===== config.mk =====
export PLATFORM = sky130hd
export DESIGN_NAME = forth_uart_tx
export DESIGN_NICKNAME = d
export VERILOG_FILES = /design/src/rtl/forth_uart_tx.sv
export SDC_FILE = /design/constraint.sdc
export NUM_CORES = 1
export LEC_CHECK = 0
export BUFFER_PORTS_ARGS = -buffer_cell sky130_fd_sc_hd__clkbuf_2
export CAP_MARGIN = 0
export CELL_PAD_IN_SITES_DETAIL_PLACEMENT = 2
export CELL_PAD_IN_SITES_GLOBAL_PLACEMENT = 2
export CORE_ASPECT_RATIO = 0.7
export CORE_MARGIN = 2
export CORE_UTILIZATION = 30
export CTS_BUF_LIST = sky130_fd_sc_hd__clkbuf_8
export DETAILED_ROUTE_END_ITERATION = 8
export GPL_ROUTABILITY_DRIVEN = 0
export GPL_TIMING_DRIVEN = 1
export MAX_ROUTING_LAYER = met4
export PLACE_DENSITY_LB_ADDON = 0.25
export SYNTH_ARGS = -nofsm -noshare
export SYNTH_HDL_FRONTEND = slang
export SYNTH_SLANG_ARGS = --single-unit

===== constraint.sdc =====
create_clock -name clk -period 3.5 [get_ports clk]
set_input_delay 0.7 -clock clk [delete_from_list [all_inputs] [get_ports clk]]
set_output_delay 0.7 -clock clk [all_outputs]
set_load 0.1 [all_outputs]

===== src/rtl/forth_uart_tx.sv =====
// forth_uart_tx: memory-mapped 8N1 UART transmitter with a transmit FIFO.
// Register window at BASE_ADDR: +0 DATA (write pushes a byte), +1 STATUS
// {overflow, busy, empty, full} (any write clears overflow).
// Optional macro FORTH_UART_TXCOUNT_EN adds a 16-bit sent-frame counter at
// BASE_ADDR+2 (read it, write anything to clear it).
// Bus protocol: dwrite is a single-cycle write strobe with no back-pressure;
// every cycle with dwrite high is one write to daddr, taken at that rising
// edge. Reads are combinational from daddr and return zero wherever nothing
// is mapped, so ddata_read can be OR-ed with other read sources.
// state_dbg_o exposes the transmitter FSM state for observation.

module forth_uart_tx #(
    parameter int         CLKS_PER_BIT = 16,
    parameter int         FIFO_DEPTH   = 8,
    parameter logic [7:0] BASE_ADDR    = 8'hF0
) (
    input  logic        clk,
    input  logic        reset,
    input  logic [7:0]  daddr,
    input  logic [15:0] ddata_write,
    input  logic        dwrite,
    output logic [15:0] ddata_read,
    output logic        tx,
    output logic [1:0]  state_dbg_o
);

    localparam int          AW          = $clog2(FIFO_DEPTH);
    localparam logic [7:0]  ADDR_DATA   = BASE_ADDR;
    localparam logic [7:0]  ADDR_STATUS = BASE_ADDR + 8'd1;
    localparam logic [15:0] CLK_LAST    = 16'(CLKS_PER_BIT - 1);
    localparam logic [AW:0] DEPTH_CNT   = (AW + 1)'(FIFO_DEPTH);

    typedef enum logic [1:0] {
        ST_IDLE  = 2'd0,
        ST_START = 2'd1,
        ST_DATA  = 2'd2,
        ST_STOP  = 2'd3
    } state_t;

    state_t      state_q;
    logic [7:0]  fifo_mem_q [FIFO_DEPTH];
    logic [AW:0] wr_ptr_q, wr_ptr_d;
    logic [AW:0] rd_ptr_q, rd_ptr_d;
    logic        overflow_q, overflow_d;
    logic [7:0]  shift_q;
    logic [2:0]  bit_idx_q;
    logic [15:0] clk_cnt_q;
    logic        tx_q;

    logic [AW:0] fifo_count;
    logic        fifo_full, fifo_empty;
    logic        bit_done;
    logic        wr_data, wr_status;
    logic        pop, push;
    logic [7:0]  fifo_head;
    logic        busy;

    // Only the low byte of the write bus carries data.
    logic unused_wdata;
    assign unused_wdata = ^ddata_write[15:8];

    assign fifo_count = wr_ptr_q - rd_ptr_q;
    assign fifo_full  = (fifo_count == DEPTH_CNT);
    assign fifo_empty = (wr_ptr_q == rd_ptr_q);
    assign fifo_head  = fifo_mem_q[rd_ptr_q[AW-1:0]];
    assign bit_done   = (clk_cnt_q == CLK_LAST);
    assign busy       = (state_q != ST_IDLE);

    assign wr_data   = dwrite && !reset && (daddr == ADDR_DATA);
    assign wr_status = dwrite && !reset && (daddr == ADDR_STATUS);

    // The FSM takes the head when idle, or at the end of a stop bit so frames
    // chain with no idle gap. A pop in the same cycle frees a slot for a push.
    assign pop  = !fifo_empty && ((state_q == ST_IDLE) || ((state_q == ST_STOP) && bit_done));
    assign push = wr_data && (!fifo_full || pop);

    // Next pointer / overflow values; a dropped push sets overflow sticky.
    always_comb begin
        wr_ptr_d   = wr_ptr_q + {{AW{1'b0}}, push};
        rd_ptr_d   = rd_ptr_q + {{AW{1'b0}}, pop};
        overflow_d = overflow_q;
        if (wr_status) begin
            overflow_d = 1'b0;
        end else if (wr_data && fifo_full && !pop) begin
            overflow_d = 1'b1;
        end
    end

    // FIFO pointers and sticky overflow flag.
    always_ff @(posedge clk) begin
        if (reset) begin
            wr_ptr_q   <= '0;
            rd_ptr_q   <= '0;
            overflow_q <= 1'b0;
        end else begin
            wr_ptr_q   <= wr_ptr_d;
            rd_ptr_q   <= rd_ptr_d;
            overflow_q <= overflow_d;
        end
    end

    // FIFO storage; contents need no reset since the pointers define validity.
    always_ff @(posedge clk) begin
        if (push) begin
            fifo_mem_q[wr_ptr_q[AW-1:0]] <= ddata_write[7:0];
        end
    end

    // Transmitter FSM: start bit, 8 data bits LSB first, stop bit; tx registered.
    always_ff @(posedge clk) begin
        if (reset) begin
            state_q   <= ST_IDLE;
            tx_q      <= 1'b1;
            shift_q   <= 8'h00;
            bit_idx_q <= 3'd0;
            clk_cnt_q <= 16'd0;
        end else begin
            case (state_q)
                ST_IDLE: begin
                    tx_q      <= 1'b1;
                    clk_cnt_q <= 16'd0;
                    bit_idx_q <= 3'd0;
                    if (pop) begin
                        shift_q <= fifo_head;
                        tx_q    <= 1'b0;
                        state_q <= ST_START;
                    end
                end
                ST_START: begin
                    if (bit_done) begin
                        clk_cnt_q <= 16'd0;
                        bit_idx_q <= 3'd0;
                        tx_q      <= shift_q[0];
                        state_q   <= ST_DATA;
                    end else begin
                        clk_cnt_q <= clk_cnt_q + 16'd1;
                    end
                end
                ST_DATA: begin
                    if (bit_done) begin
                        clk_cnt_q <= 16'd0;
                        if (bit_idx_q == 3'd7) begin
                            bit_idx_q <= 3'd0;
                            tx_q      <= 1'b1;
                            state_q   <= ST_STOP;
                        end else begin
                            bit_idx_q <= bit_idx_q + 3'd1;
                            shift_q   <= {1'b0, shift_q[7:1]};
                            tx_q      <= shift_q[1];
                        end
                    end else begin
                        clk_cnt_q <= clk_cnt_q + 16'd1;
                    end
                end
                ST_STOP: begin
                    if (bit_done) begin
                        clk_cnt_q <= 16'd0;
                        if (pop) begin
                            shift_q <= fifo_head;
                            tx_q    <= 1'b0;
                            state_q <= ST_START;
                        end else begin
                            tx_q    <= 1'b1;
                            state_q <= ST_IDLE;
                        end
                    end else begin
                        clk_cnt_q <= clk_cnt_q + 16'd1;
                    end
                end
                default: begin
                    tx_q    <= 1'b1;
                    state_q <= ST_IDLE;
                end
            endcase
        end
    end

`ifdef FORTH_UART_TXCOUNT_EN
    localparam logic [7:0] ADDR_COUNT = BASE_ADDR + 8'd2;
    logic [15:0] sent_cnt_q;

    // Sent-frame counter: counts stop-bit completions, wraps, write clears.
    always_ff @(posedge clk) begin
        if (reset) begin
            sent_cnt_q <= 16'd0;
        end else if (dwrite && (daddr == ADDR_COUNT)) begin
            sent_cnt_q <= 16'd0;
        end else if ((state_q == ST_STOP) && bit_done) begin
            sent_cnt_q <= sent_cnt_q + 16'd1;
        end
    end

    // Read mux: zero for write-only and unmapped addresses.
    always_comb begin
        ddata_read = 16'h0000;
        if (daddr == ADDR_STATUS) begin
            ddata_read = {12'h000, overflow_q, busy, fifo_empty, fifo_full};
        end else if (daddr == ADDR_COUNT) begin
            ddata_read = sent_cnt_q;
        end
    end
`else
    // Read mux: zero for write-only and unmapped addresses.
    always_comb begin
        ddata_read = 16'h0000;
        if (daddr == ADDR_STATUS) begin
            ddata_read = {12'h000, overflow_q, busy, fifo_empty, fifo_full};
        end
    end
`endif

    assign tx          = tx_q;
    assign state_dbg_o = state_q;

endmodule


==> out/results.txt <==
HPWL Detailed: 8.08 mm
Internal reg-to-reg setup slack: 0.69 ns
Per-cell routed wire length: 18.9 µm
Slew @ Worst Pin: 0.653 ns
Worst EP arrival: 2.58 ns
Largest net degree at the start of global routing: 26
Final setup TNS: 0 ns
Register area share after synthesis: 58.4%
Headroom to the max-slew limit: 56.4%
GRT overflow: 0
Tot GR Track Use: 15.1%
Core box area: 0.0149 mm²
Vias in the first global route: 3184
Ys Warns: 0
CP max FO: 7
Vias/cell: 5.01
Final Max Slew Viols: 0
PnR worst setup slack: 0.220 ns
Post-CTS resize count: 0
Layout cells sized above 1: 21.6%
Die height: 108 µm
Sequential power share: 48.3%
Post-synth EDFFs: 64
Unique masters post-synth: 49
Met3 Track Usage GR: 3.66%
First-pass GRT wire length: 18.3 mm
Routed WL: 11.2 mm
Critical Path RT: 2.80 ns
Clk network pwr share: 26.3%
M1 GR Usage: 21.3%
Worst-Skew Late Latency: 0.38 ns
Synth-to-layout area growth: 13.2%
Switch Pwr: 902 µW
Int Pwr: 1910 µW
Root buffer cell: clkbuf_8
Nets: 437
Post-synth top area share: 41.5%
CTS H-tree depth: 3
Power per cell area: 537 mW/mm²
Maximum vdd drop: 0.208 mV
Worst setup SP type: register
Final period util: 93.7%
Crit path kind: reg -> out
Synth Cell Area: 0.00463 mm²
Switching share of power: 32.0%
DR iter-0 viols: 221
Yosys reg bits: 103
Critical path endpoint: ddata_read[0]
Min Tclk post-route: 3.28 ns
Cells after synthesis: 362
Ys flop type: edfxtp_1
Design area: 0.00524 mm²
I/O pin cnt: 46
R2R depth: 10
Cts hold-fix bufs: 0
Initial Util: 31.1%
Post-CTS setup buffer count: 0
Setup Skew: 0.0113 ns
Routed vias: 2975
Met2 Track Usage GR: 21.9%
Die X: 152 µm
Clock tree buffer depth: 2
Status: finished clean
Synth Area per Inst: 12.8 µm²
Worst R2R End: wr_ptr_q[2]
Yosys top cell by area: edfxtp_1
Die ar.: 0.0164 mm²
Max Clk Rate: 305 MHz
Total CTS buffers: 9
Async S/R FF share, synth: 0%
IO buf count: 25
RR Startpoint: wr_ptr_q[1]
HP Class: reg -> reg
RSZ-0062 raised after global routing: false
Top cells by area, synth: edfxtp_1, dfxtp_1, mux4_2
Residual DRC count: 0
CTS tree: built
Num rows: 37
Pleak: 0.00176 µW
Final Hold Viols: 0
Clk sinks: 103
Dpl cell area: 0.00505 mm²
Clk slew on worst S/H paths: 0.09 ns
Initial antenna violation count: 0
Combinational share of power: 25.3%
DRT Pass-1 Iters: 5
CP Launch Point: wr_ptr_q[1]
GR peak layer: met2
Post-route ant nets: 0
Inserted Diodes: 0
Final Setup Violations: 0
Pre-CTS setup slack: 0.630 ns
Max Cap Viol: 0
CP Capture Type: output pin
[layout make-up]
type                    instances  area, µm²
multi-input cells             231       1810
repair buffers                 41        260
flip-flops and latches        103       2700
clock buffers                   9        124
inverters                       9       33.8
well taps                     195        244
fillers                      1538       9620
clock inverters                 6       62.6
[worst min-delay path by stage]
stage	slack, ns	startpoint	to	cells past startpoint
2_1_floorplan	0.41	clk_cnt_q[0]	clk_cnt_q[0]	1
3_3_place_gp	0.42	clk_cnt_q[0]	clk_cnt_q[0]	1
3_5_place_dp	0.46	clk_cnt_q[0]	clk_cnt_q[0]	1
4_1_cts	0.48	clk_cnt_q[0]	clk_cnt_q[0]	1
5_1_grt	0.50	clk_cnt_q[0]	clk_cnt_q[0]	1
6_report	0.47	clk_cnt_q[0]	clk_cnt_q[0]	1
[placed cells by master, fill, tap and decap left out, drive strengths merged, types with 6 or more instances in the layout]
master  instances
ha             15
edfxtp         64
buf            17
xor2            7
nand3          10
inv            11
nor2           30
clkbuf         33
dfxtp          39
or4             6
a21oi          16
conb           12
o21ai           9
nor2b          11
xnor2          11
nor4           10
nand2          20
mux4           16
[state kept, by name, indices dropped and copies added (netlist names)]
register	count
clk_cnt_q	16
wr_ptr_q	4
shift_q	8
overflow_q	1
rd_ptr_q	4
tx	1
fifo_mem_q	64
state_dbg_o	2
bit_idx_q	3
[synthesized netlist by cell type (10+ instances only)]
| library cell | n |
|---|---|
| edfxtp_1 | 64 |
| clkbuf_1 | 12 |
| ha_1 | 15 |
| nor2b_1 | 11 |
| nand2_1 | 20 |
| xnor2_1 | 11 |
| dfxtp_1 | 39 |
| nand3_1 | 10 |
| a21oi_1 | 15 |
| mux4_2 | 16 |
| buf_4 | 14 |
| nor2_1 | 30 |
[per-stage QoR]
stage | hold WS (ns) | util (%) | power, µW | cells
after global routing | 0.499 | 35.2 | 2970 | 594
after CTS | 0.478 | 35.2 | 2860 | 594
after detailed placement | 0.456 | 34.0 | 2110 | 579
final | 0.470 | 35.2 | 2810 | 594
after floorplan | 0.413 | - | 1950 | 373
after global placement | 0.421 | 34.0 | 2080 | 579
[power by group through the flow]
stage	clock network, µW	registers [µW]	logic [µW]
global route	817	1360	788
detailed placement	0	1390	723
finish	742	1360	713
CTS	774	1360	728
floorplan	0	1430	526
global placement	0	1380	700
[metal layers]
layer  share of wire [%]  wire, µm
met1                  51      5770
met2                  45      5030
met3                 2.9       327
met4                0.79        89
met5                   0         0
[critical path, stage by stage, from the launching register on]
cell,delay [ns]
dfxtp_1,0.46
ha_1,0.33
nor2b_1,0.18
or4b_1,0.49
a211o_1,0.36
a21oi_4,0.20
buf_12,0.19
[kinds of logic (layout without fill, tap and decap cells)]
kind of cell | count (synthesis) | after routing | share of synthesized area, %
AND/OR/NAND/NOR | 120 | 120 | 13.9
AO/OA/AOI/OAI | 47 | 47 | 7.03
adder cells (fa/ha/maj) | 15 | 15 | 4.06
flip-flops | 103 | 103 | 58.4
multiplexers | 19 | 19 | 8.44
buffers and inverters | 39 | 65 | 4.65
other | 1 | 12 | 0.0811
XOR/XNOR | 18 | 18 | 3.41
Power figures use the tool's default switching activity.
